[src/rtl/vga_timing_gen.sv]
// Parametrised VESA-style video timing generator: pixel/line counters, sync, blanking, DE and line/frame strobes.
// Optional 16-bit frame counter output is enabled by defining VGA_TIMING_FRAME_CNT_EN.
module vga_timing_gen #(
  parameter int unsigned H_ACTIVE = 800,
  parameter int unsigned H_FP     = 40,
  parameter int unsigned H_SYNC   = 128,
  parameter int unsigned H_BP     = 88,
  parameter int unsigned V_ACTIVE = 600,
  parameter int unsigned V_FP     = 1,
  parameter int unsigned V_SYNC   = 4,
  parameter int unsigned V_BP     = 23,
  parameter int unsigned H_POL    = 1,
  parameter int unsigned V_POL    = 1,
  parameter int unsigned CW       = 11
) (
  input  logic          pclk,
  input  logic          rst_n,
  input  logic          ce,
  output logic [CW-1:0] hcount,
  output logic [CW-1:0] vcount,
  output logic          hsync,
  output logic          vsync,
  output logic          hblnk,
  output logic          vblnk,
  output logic          de,
  output logic          line_start,
`ifdef VGA_TIMING_FRAME_CNT_EN
  output logic          frame_start,
  output logic [15:0]   frame_cnt
`else
  output logic          frame_start
`endif
);

  localparam int unsigned H_TOTAL  = H_ACTIVE + H_FP + H_SYNC + H_BP;
  localparam int unsigned V_TOTAL  = V_ACTIVE + V_FP + V_SYNC + V_BP;
  localparam int unsigned HS_START = H_ACTIVE + H_FP;
  localparam int unsigned HS_END   = HS_START + H_SYNC;
  localparam int unsigned VS_START = V_ACTIVE + V_FP;
  localparam int unsigned VS_END   = VS_START + V_SYNC;

  localparam logic [CW-1:0] H_LAST_C   = CW'(H_TOTAL - 1);
  localparam logic [CW-1:0] V_LAST_C   = CW'(V_TOTAL - 1);
  localparam logic [CW-1:0] H_ACTIVE_C = CW'(H_ACTIVE);
  localparam logic [CW-1:0] V_ACTIVE_C = CW'(V_ACTIVE);
  localparam logic [CW-1:0] HS_START_C = CW'(HS_START);
  localparam logic [CW-1:0] HS_END_C   = CW'(HS_END);
  localparam logic [CW-1:0] VS_START_C = CW'(VS_START);
  localparam logic [CW-1:0] VS_END_C   = CW'(VS_END);

  localparam logic HS_ON = (H_POL != 0);
  localparam logic VS_ON = (V_POL != 0);

  // Reject degenerate timings and counters too narrow to hold a full line/frame.
  if (H_ACTIVE < 1 || H_FP < 1 || H_SYNC < 1 || H_BP < 1 ||
      V_ACTIVE < 1 || V_FP < 1 || V_SYNC < 1 || V_BP < 1 || CW < 1) begin : g_param_min_err
    $error("vga_timing_gen: timing parameters and CW must all be >= 1");
  end
  if (longint'(H_TOTAL) > (64'd1 << CW) || longint'(V_TOTAL) > (64'd1 << CW)) begin : g_param_cw_err
    $error("vga_timing_gen: H_TOTAL/V_TOTAL do not fit in CW bits");
  end

  logic          h_last;
  logic          v_last;
  logic [CW-1:0] h_next;
  logic [CW-1:0] v_next;

  // Next counter position; every registered decode is taken from these values.
  always_comb begin
    h_last = (hcount == H_LAST_C);
    v_last = (vcount == V_LAST_C);
    h_next = h_last ? '0 : hcount + CW'(1);
    v_next = vcount;
    if (h_last) begin
      v_next = v_last ? '0 : vcount + CW'(1);
    end
  end

  always_ff @(posedge pclk or negedge rst_n) begin
    if (!rst_n) begin
      hcount      <= '0;
      vcount      <= '0;
      hsync       <= ~HS_ON;
      vsync       <= ~VS_ON;
      hblnk       <= 1'b0;
      vblnk       <= 1'b0;
      de          <= 1'b1;
      line_start  <= 1'b0;
      frame_start <= 1'b0;
    end else if (ce) begin
      hcount      <= h_next;
      vcount      <= v_next;
      hsync       <= ((h_next >= HS_START_C) && (h_next < HS_END_C)) ? HS_ON : ~HS_ON;
      vsync       <= ((v_next >= VS_START_C) && (v_next < VS_END_C)) ? VS_ON : ~VS_ON;
      hblnk       <= (h_next >= H_ACTIVE_C);
      vblnk       <= (v_next >= V_ACTIVE_C);
      de          <= (h_next < H_ACTIVE_C) && (v_next < V_ACTIVE_C);
      line_start  <= h_last;
      frame_start <= h_last && v_last;
    end else begin
      // Strobes are single-pclk even when ce stays low afterwards.
      line_start  <= 1'b0;
      frame_start <= 1'b0;
    end
  end

`ifdef VGA_TIMING_FRAME_CNT_EN
  always_ff @(posedge pclk or negedge rst_n) begin
    if (!rst_n) begin
      frame_cnt <= '0;
    end else if (ce && h_last && v_last) begin
      frame_cnt <= frame_cnt + 16'd1;
    end
  end
`endif

endmodule
[config.mk]
export PLATFORM = sky130hd
export DESIGN_NAME = vga_timing_gen
export DESIGN_NICKNAME = d
export VERILOG_FILES = /design/src/rtl/vga_timing_gen.sv
export SDC_FILE = /design/constraint.sdc
export NUM_CORES = 1
export LEC_CHECK = 0
export CELL_PAD_IN_SITES_DETAIL_PLACEMENT = 2
export CELL_PAD_IN_SITES_GLOBAL_PLACEMENT = 2
export CORE_UTILIZATION = 25
export DETAILED_ROUTE_END_ITERATION = 6
export GPL_TIMING_DRIVEN = 0
export PLACE_DENSITY_LB_ADDON = 0.3
export SYNTH_ARGS = -nofsm -noshare
export SYNTH_HDL_FRONTEND = slang
export SYNTH_SLANG_ARGS = --single-unit
export TNS_END_PERCENT = 30
[constraint.sdc]
create_clock -name pclk -period 4.15 [get_ports pclk]
set_input_delay 0.415 -clock pclk [delete_from_list [all_inputs] [get_ports pclk]]
set_output_delay 0.415 -clock pclk [all_outputs]
set_load 0.03 [all_outputs]
==> results_dict.tcl, run 1 <==
set metrics [dict create \
    irDropWorstVdd_mv 0.134 \
    ys.flop_type "dfrtp_1" \
    setup_viol 0 \
    p_int_mw 0.633 \
    port_buffers 31 \
    drive_gt1_share_pct 10.7 \
    power_frac_seq_pct 37.1 \
    h-tree-depth 2 \
    first_global_vias 2048 \
    grt_max_degree 30 \
    status "complete, no violations" \
    antenna_found_initial 0 \
    synth_fp_nets 229 \
    syn_area_um2 1960 \
    hold_ws_ns 0.178 \
    vias_per_cell 5.28 \
    clkLatencyLatePin_ns 0.28 \
    cts.sinks 29 \
    dp.cells 354 \
    fmax_mhz 383 \
    crit_path_max_fanout 10 \
    io_pins 32 \
    synth_edf_count 0 \
    place.gp.congestion 0.791 \
    first_pass_iters 4 \
    die_h_um 90.5 \
    wl_per_cell_um 17.3 \
    dieArea_um2 8200 \
    timing.final.hold_violations 0 \
    ys_ff_latch 29 \
    syn_inst 224 \
    cts_root_buf "clkbuf_8" \
    ant_nets 0 \
    relSlewSlack_pct 52.7 \
    rsz0062_at_grt "false" \
    instances_no_fill 361 \
    hold_buffers 0 \
    power_switching_mw 0.421 \
    fin_crit_sh_pct 62.9 \
    worstSetupPathType "reg -> reg" \
    drt_wl_total_mm 6.24 \
    core_um2 7410 \
    die_w_um 90.5 \
    antennaDiodeCount 0 \
    cp.required_ns 4.32 \
    maxCapViolCount 0 \
    total_power_mw 1.05 \
    cp-end-kind "flip-flop" \
    cts-resized-gates 0 \
    hold_class "in -> async" \
    cp-start-kind "flip-flop" \
    sw_frac_of_total_pct 39.9 \
    post-cts-setup-buffers 0 \
    gr-total-overflow 0 \
    hpwl_mm 4.52 \
    path_clk_slew_ns 0.07 \
    grt_use_total_pct 16.4 \
    dr.first_iter.drc_count 53 \
    setup_tns_ns 0 \
    start_util_pct 26.4 \
    cts_tree "yes" \
    drc 0 \
    clockBufferDepth 2 \
    tightest_slew_ns 0.710 \
    grt_first_pass_wirelength_mm 10.7 \
    clockPowerShare_pct 23.2 \
    arrival_ns 2.78 \
    min_period_ns 2.61 \
    vias 1905 \
    yosysSeqAreaShare_pct 37.1 \
    worst_clock_skew_ns 0.00545 \
    combPwrFrac_pct 39.8 \
    row_count 31 \
    nets 267 \
    ys.warnings.count 0 \
    drv_slew 0 \
    synth.distinct_cells 53 \
    cts_buffers 5 \
    async_flop_share_pct 100 \
    post-route-util_pct 33.4 \
    p_per_area_nw_per_um2 426 \
    syn_to_final_growth_pct 26.3 \
    p_leak_nw 0.985 \
    avgSynthCellArea_um2 8.75 \
]
## cells in the mapped netlist (3+ instances only)
library cell,count,share of area (%)
dfrtp_1,28,36
nand2_1,24,4.6
o21ai_0,17,4.3
nor2_1,15,2.9
nand3_1,11,2.8
xnor2_1,11,4.9
and3_1,9,2.9
nand4_1,9,2.9
inv_1,8,1.5
buf_2,6,1.5
clkbuf_1,6,1.1
o31ai_1,6,2.3
nor3_1,5,1.3
a31oi_1,4,1.3
o22ai_1,4,1.3
xor2_1,4,1.8
and2_1,3,0.96
mux2_2,3,1.7
nand4b_1,3,1.3
nor4_1,3,0.96
o21a_1,3,1.1
or3_1,3,0.96
## critical path, stage by stage, from the launching register on
cell	delay, ns
dfrtp_1	0.44
ha_1	0.33
and4_1	0.22
buf_2	0.20
and3_1	0.23
buf_4	0.20
nand3_1	0.09
o311ai_1	0.44
a21oi_2	0.08
mux2_2	0.28
## path summary, 6_finish.rpt
check / slack, ns / endpoint / cells after the start / startpoint
max in group asynchronous: 3.52 / vcount[2]$_DFFE_PN0P_ / 1 / rst_n
setup reg to reg: 1.54 / vblnk$_DFFE_PN0P_ / 9 / hcount[0]$_DFFE_PN0P_
min in group pclk: 0.48 / de$_DFFE_PN1P_ / 2 / de$_DFFE_PN1P_
hold / removal: 0.18 / hcount[3]$_DFFE_PN0P_ / 1 / rst_n
hold reg to reg: 0.48 / de$_DFFE_PN1P_ / 2 / de$_DFFE_PN1P_
setup / recovery: 1.54 / vblnk$_DFFE_PN0P_ / 9 / hcount[0]$_DFFE_PN0P_
## cells by family (layout without fill, tap and decap cells)
family	after synthesis	in the layout	synth area share, %
adders and majority gates	2	2	1.28
AOI/OAI and AO/OA	50	50	17.2
muxes	5	5	2.75
xor gates and xnor gates	15	15	6.70
DFF	29	29	37.1
buffers and inverters	23	61	5.56
and+or+nand+nor	100	100	29.4
## placed cells by master (no fill, tap or decap), types with 2 or more instances in the layout
master,n
a211oi_1,2
nor2b_1,2
nand3_1,11
clkdlybuf4s50_1,30
nand4_1,9
xor2_1,4
mux2i_1,2
o21ai_0,17
xnor2_1,11
o31ai_1,6
clkbuf_8,6
nand2_1,24
buf_2,7
and2_1,3
nand4b_1,3
o22ai_1,4
mux2_2,3
dfrtp_1,28
nor2_1,15
and3_1,9
ha_1,2
and4_1,2
clkbuf_1,7
a31oi_1,4
a21o_1,2
buf_4,2
or3_1,3
nor3_1,5
nor4_1,3
a21oi_1,2
inv_1,8
o21a_1,3
## area by class of cell
class,count,area [µm²]
Fill cell,862,4930
Multi-Input combinational cell,172,1120
Sequential cell,29,727
Timing Repair Buffer,31,305
Tap cell,99,124
Clock buffer,7,86.3
Buffer,15,78.8
Inverter,8,30.0
## stage by stage
step	area (µm²)	setup slack, ns
CTS	2470	1.49
detailed placement	2390	1.52
global placement	2390	1.52
floorplan	1960	1.68
global route	2470	1.19
finish	2470	1.54
## flip-flops by register name (all words and copies together), names as in the netlist
name / cells
de: 1
frame_start: 1
hblnk: 1
hcount: 11
hsync: 1
line_start: 1
vblnk: 1
vcount: 11
vsync: 1
## metal layers
layer / part of all wire (%) / vias up / GRT usage [%] / routed length (µm)
met5: 0 / - / 0 / 0
met4: 2.5 / 0 / 6.05 / 157
met3: 3.0 / 15 / 3.11 / 187
met2: 50 / 37 / 28.4 / 3130
met1: 44 / 953 / 19.9 / 2760
li1: - / 900 / - / -
## power by group through the flow
stage,sequential [mW],combinational (mW),clock (mW)
after floorplan,0.474,0.183,0
after global placement,0.396,0.415,0
after detailed placement,0.399,0.423,0
after CTS,0.394,0.425,0.258
after global routing,0.403,0.459,0.269
final,0.391,0.419,0.244
Power figures use the tool's default switching activity.
==> run 2: changes to the inputs <==
Clock period 4.15 ns to 2.5 ns, I/O delays scaled along.
==> results_dict.tcl, run 2 (synthesis results as in run 1) <==
set metrics [dict create \
    worst_clock_skew_ns 0.00574 \
    reg_top3 "hcount x11, vcount x11" \
    p_int_mw 1.10 \
    final_common_cell "clkdlybuf4s50_1" \
    final_cell_mix "clkdlybuf4s50_1 (30), dfrtp_1 (24), nand2_1 (23), o21ai_0 (17), nor2_1 (15)" \
    grt_first_pass_wirelength_mm 10.7 \
    vias_per_cell 5.23 \
    stdcell_area_um2 2610 \
    dr.first_iter.drc_count 55 \
    io_pins 32 \
    cts_tree "yes" \
    p_per_area_nw_per_um2 699 \
    h-tree-depth 2 \
    die_w_um 90.5 \
    drv_slew 0 \
    setup_viol 0 \
    wl_per_cell_um 17.6 \
    gr-total-overflow 0 \
    placed_area_um2 2390 \
    cp.required_ns 2.67 \
    p_leak_nw 1.03 \
    vias 1930 \
    cp-end-kind "flip-flop" \
    grt_use_total_pct 16.4 \
    fmax_mhz 414 \
    drt_wl_total_mm 6.48 \
    row_count 31 \
    min_period_ns 2.42 \
    irDropWorstVdd_mv 0.262 \
    clkLatencyLatePin_ns 0.28 \
    arrival_ns 2.59 \
    instances_no_fill 369 \
    nets 275 \
    clockPowerShare_pct 22.4 \
    hold_class "in -> async" \
    cp_slowest_cell "dfrtp_2" \
    combPwrFrac_pct 42.2 \
    fill_cells 852 \
    cts_buffers 5 \
    cts.sinks 29 \
    clockBufferDepth 2 \
    relSlewSlack_pct 52.8 \
    drc 0 \
    core_um2 7410 \
    hold_ws_ns 0.0102 \
    power_frac_seq_pct 35.4 \
    cp-start-kind "flip-flop" \
    power_switching_mw 0.722 \
    timing.final.hold_violations 0 \
    sw_frac_of_total_pct 39.5 \
    crit_path_max_incr_delay_ns 0.44 \
    path_clk_slew_ns 0.07 \
    fin_crit_sh_pct 96.7 \
    cts_root_buf "clkbuf_8" \
    crit_path_max_fanout 8 \
    worstSetupPathType "reg -> reg" \
    die_h_um 90.5 \
    r2r-start "vcount[0]$_DFFE_PN0P_" \
    start_util_pct 26.4 \
    total_power_mw 1.83 \
    first_pass_iters 4 \
    maxCapViolCount 0 \
    dieArea_um2 8200 \
    hold_buffers 0 \
    syn_to_final_growth_pct 33.3 \
    first_global_vias 2047 \
    crit_start "vcount[0]$_DFFE_PN0P_" \
    antennaDiodeCount 0 \
    ant_nets 0 \
    path_cells "ha_1 -> buf_2 -> and3_1 -> nor4_1 -> mux2i_1 -> a211oi_2 -> a21oi_2 -> mux2_2" \
    tightest_slew_ns 0.708 \
    hpwl_mm 4.52 \
    status "complete, no violations" \
    port_buffers 31 \
    antenna_found_initial 0 \
    dp.cells 354 \
    place.gp.congestion 0.791 \
    drive_gt1_share_pct 17.8 \
    grt_max_degree 30 \
]
## run 2: changes by cell type in the layout (fill, tap and decap cells not counted), moves of 2 or more
cell | previous run | this run
buf_4 | 2 | 10
dfrtp_1 | 28 | 24
dfrtp_2 | 0 | 4
nand3_1 | 11 | 9
nand3_2 | 0 | 2
## run 2: metrics by stage
stage / setup WS (ns) / utilization (%) / setup TNS (ns)
4_1_cts: 0.0151 / 33.7 / 0
5_1_grt: -0.0399 / 35.3 / -0.0399
3_5_place_dp: -0.133 / 32.2 / -0.413
3_3_place_gp: -0.129 / 32.3 / -0.277
6_report: 0.0835 / 35.3 / 0
2_1_floorplan: 0.0324 / - / 0
## run 2: layout make-up
| class | instances | area, µm² | share of cell area, % |
|---|---|---|---|
| multi-input cells | 172 | 1190 | 45.7 |
| inverters | 8 | 30.0 | 1.15 |
| plain buffers | 15 | 81.3 | 3.11 |
| well taps | 99 | 124 | 4.74 |
| flip-flops and latches | 29 | 732 | 28.0 |
| clock buffers | 7 | 86.3 | 3.30 |
| repair buffers | 39 | 365 | 14.0 |
## run 2: routing by layer
layer | wire length (µm) | GRT usage, % | share of wire [%]
met5 | 0 | 0 | 0
met1 | 2820 | 20.0 | 43
met4 | 74 | 6.05 | 1.1
met3 | 159 | 3.11 | 2.5
met2 | 3430 | 28.4 | 53
## run 2: critical path: cells and delay by family, from the launching register on
kind                     cells  cell delay [ns]
AO/OA/AOI/OAI                2             0.44
adder cells (fa/ha/maj)      1             0.21
multiplexers                 2             0.42
flip-flops                   1             0.44
AND/OR/NAND/NOR              2             0.61
buffers and inverters        1             0.17
## run 2: power by group through the flow
| stage | registers, mW | clock network [mW] | logic (mW) |
|---|---|---|---|
| after floorplan | 0.786 | 0 | 0.304 |
| after global placement | 0.658 | 0 | 0.689 |
| after detailed placement | 0.662 | 0 | 0.703 |
| after CTS | 0.657 | 0.429 | 0.712 |
| after global routing | 0.663 | 0.446 | 0.843 |
| final | 0.646 | 0.409 | 0.771 |
## run 2: timing repair
item | 4_1_cts | 5_1_grt
setup buffers | 0 | 8
resized for setup | 7 | 9
endpoints found under the setup margin | 10 | 11
pin swaps | 0 | 2
## run 2: worst paths after layout
path,endpoint,slack (ns),cells after the start
setup / recovery,vblnk$_DFFE_PN0P_,0.08,8
hold / removal,hcount[10]$_DFFE_PN0P_,0.01,1
setup reg to reg,vblnk$_DFFE_PN0P_,0.08,8
hold reg to reg,de$_DFFE_PN1P_,0.48,2
max in group asynchronous,vcount[1]$_DFFE_PN0P_,1.99,1
min in group pclk,de$_DFFE_PN1P_,0.48,2
==> run 3: changes to the inputs <==
Settings changed: CORE_ASPECT_RATIO from default to 0.5, CTS_CLUSTER_DIAMETER from default to 200.
==> results_dict.tcl, run 3 (synthesis results as in run 1) <==
set metrics [dict create \
    status "complete, no violations" \
    ant_nets 0 \
    hpwl_mm 4.51 \
    vias 1914 \
    wl_per_cell_um 17.5 \
    cp.required_ns 2.66 \
    dp.cells 363 \
    crit_path_max_fanout 8 \
    clockBufferDepth 2 \
    antenna_found_initial 0 \
    post-route-util_pct 35.1 \
    clkLatencyLatePin_ns 0.28 \
    h-tree-depth 2 \
    first_global_vias 2043 \
    fin_crit_sh_pct 96.1 \
    timing.final.hold_violations 0 \
    die_h_um 64.6 \
    core_um2 7460 \
    syn_to_final_growth_pct 33.5 \
    setup_viol 0 \
    row_count 22 \
    fmax_mhz 416 \
    place.gp.congestion 0.774 \
    hold_class "in -> async" \
    vias_per_cell 5.13 \
    hold_buffers 0 \
    gr-total-overflow 0 \
    dr.first_iter.drc_count 76 \
    antennaDiodeCount 0 \
    instances_no_fill 373 \
    final_common_cell "clkdlybuf4s50_1" \
    drt_wl_total_mm 6.51 \
    irDropWorstVdd_mv 0.252 \
    io_pins 32 \
    p_per_area_nw_per_um2 777 \
    path_clk_slew_ns 0.05 \
    cts_buffers 5 \
    cp-start-kind "flip-flop" \
    arrival_ns 2.57 \
    p_leak_nw 1.03 \
    worstSetupPathType "reg -> reg" \
    relSlewSlack_pct 52.4 \
    reg_top3 "hcount x11, vcount x11" \
    dieArea_um2 8220 \
    cts_root_buf "clkbuf_16" \
    die_w_um 127 \
    grt_first_pass_wirelength_mm 10.7 \
    drc 0 \
    drive_gt1_share_pct 15.1 \
    cts.sinks 29 \
    drv_slew 0 \
    grt_max_degree 30 \
    min_period_ns 2.40 \
    hold_ws_ns 0.0215 \
    cp-end-kind "flip-flop" \
    port_buffers 31 \
    rsz0062_at_grt "true" \
    tightest_slew_ns 0.713 \
    nets 269 \
    maxCapViolCount 0 \
    cts_tree "yes" \
    grt_use_total_pct 16.8 \
    start_util_pct 26.3 \
    worst_clock_skew_ns 0.00484 \
    first_pass_iters 4 \
    setup_tns_ns 0 \
    rrSetupSlack_ns 0.1 \
    final_cell_mix "clkdlybuf4s50_1 (30), dfrtp_1 (24), nand2_1 (23), o21ai_0 (17), nor2_1 (15)" \
]
==> run 3: metal layers <==
metal | global-route usage, % | part of all wire (%) | wire, µm | up-vias
met1 | 21.1 | 49 | 3190 | 982
met5 | 0 | 0 | 0 | -
met2 | 29.1 | 47 | 3090 | 17
li1 | - | - | - | 906
met4 | 5.36 | 1.4 | 93 | 0
met3 | 3.63 | 2.1 | 136 | 9
==> run 3: final cells by class <==
cell class	count	area (µm²)
Buffer	15	78.8
Fill cell	832	4840
Multi-Input combinational cell	172	1170
Inverter	8	30.0
Clock buffer	8	146
Tap cell	108	135
Sequential cell	29	732
Timing Repair Buffer	33	320
==> run 3: repair_timing <==
action | CTS | global route
buffers inserted | 1 | 1
resized for setup | 6 | 7
pin swaps | 0 | 1
endpoints found under the setup margin | 7 | 8
==> run 3: path summary, 6_finish.rpt <==
check,cells after the start,to,from
max reg2reg,8,vblnk$_DFFE_PN0P_,vcount[1]$_DFFE_PN0P_
min,1,vcount[9]$_DFFE_PN0P_,rst_n
max,8,vblnk$_DFFE_PN0P_,vcount[1]$_DFFE_PN0P_
max in group asynchronous,1,vcount[1]$_DFFE_PN0P_,rst_n
min in group pclk,1,hblnk$_DFFE_PN0P_,hblnk$_DFFE_PN0P_
min reg2reg,1,hblnk$_DFFE_PN0P_,hblnk$_DFFE_PN0P_
==> run 3: power by group <==
part	total, mW	switching (mW)	internal [mW]
combinational	0.769	0.459	0.311
clock	0.618	0.221	0.397
sequential	0.645	0.0907	0.554
==> run 3: stage by stage <==
stage	worst slack, ns	instance area (µm²)	power (mW)
floorplan	0.0324	1960	1.09
global placement	-0.0938	2400	1.34
detailed placement	-0.183	2400	1.37
CTS	0.00902	2580	2.04
global route	-0.000345	2620	2.14
finish	0.0966	2620	2.03
==> run 3: worst max-delay path, stage by stage, from the launching register on <==
cell	delay (ns)
dfrtp_2	0.38
ha_1	0.14
buf_2	0.18
nand3_1	0.16
or4_1	0.58
o21a_1	0.20
a211oi_2	0.27
a21oi_2	0.10
mux2_2	0.27
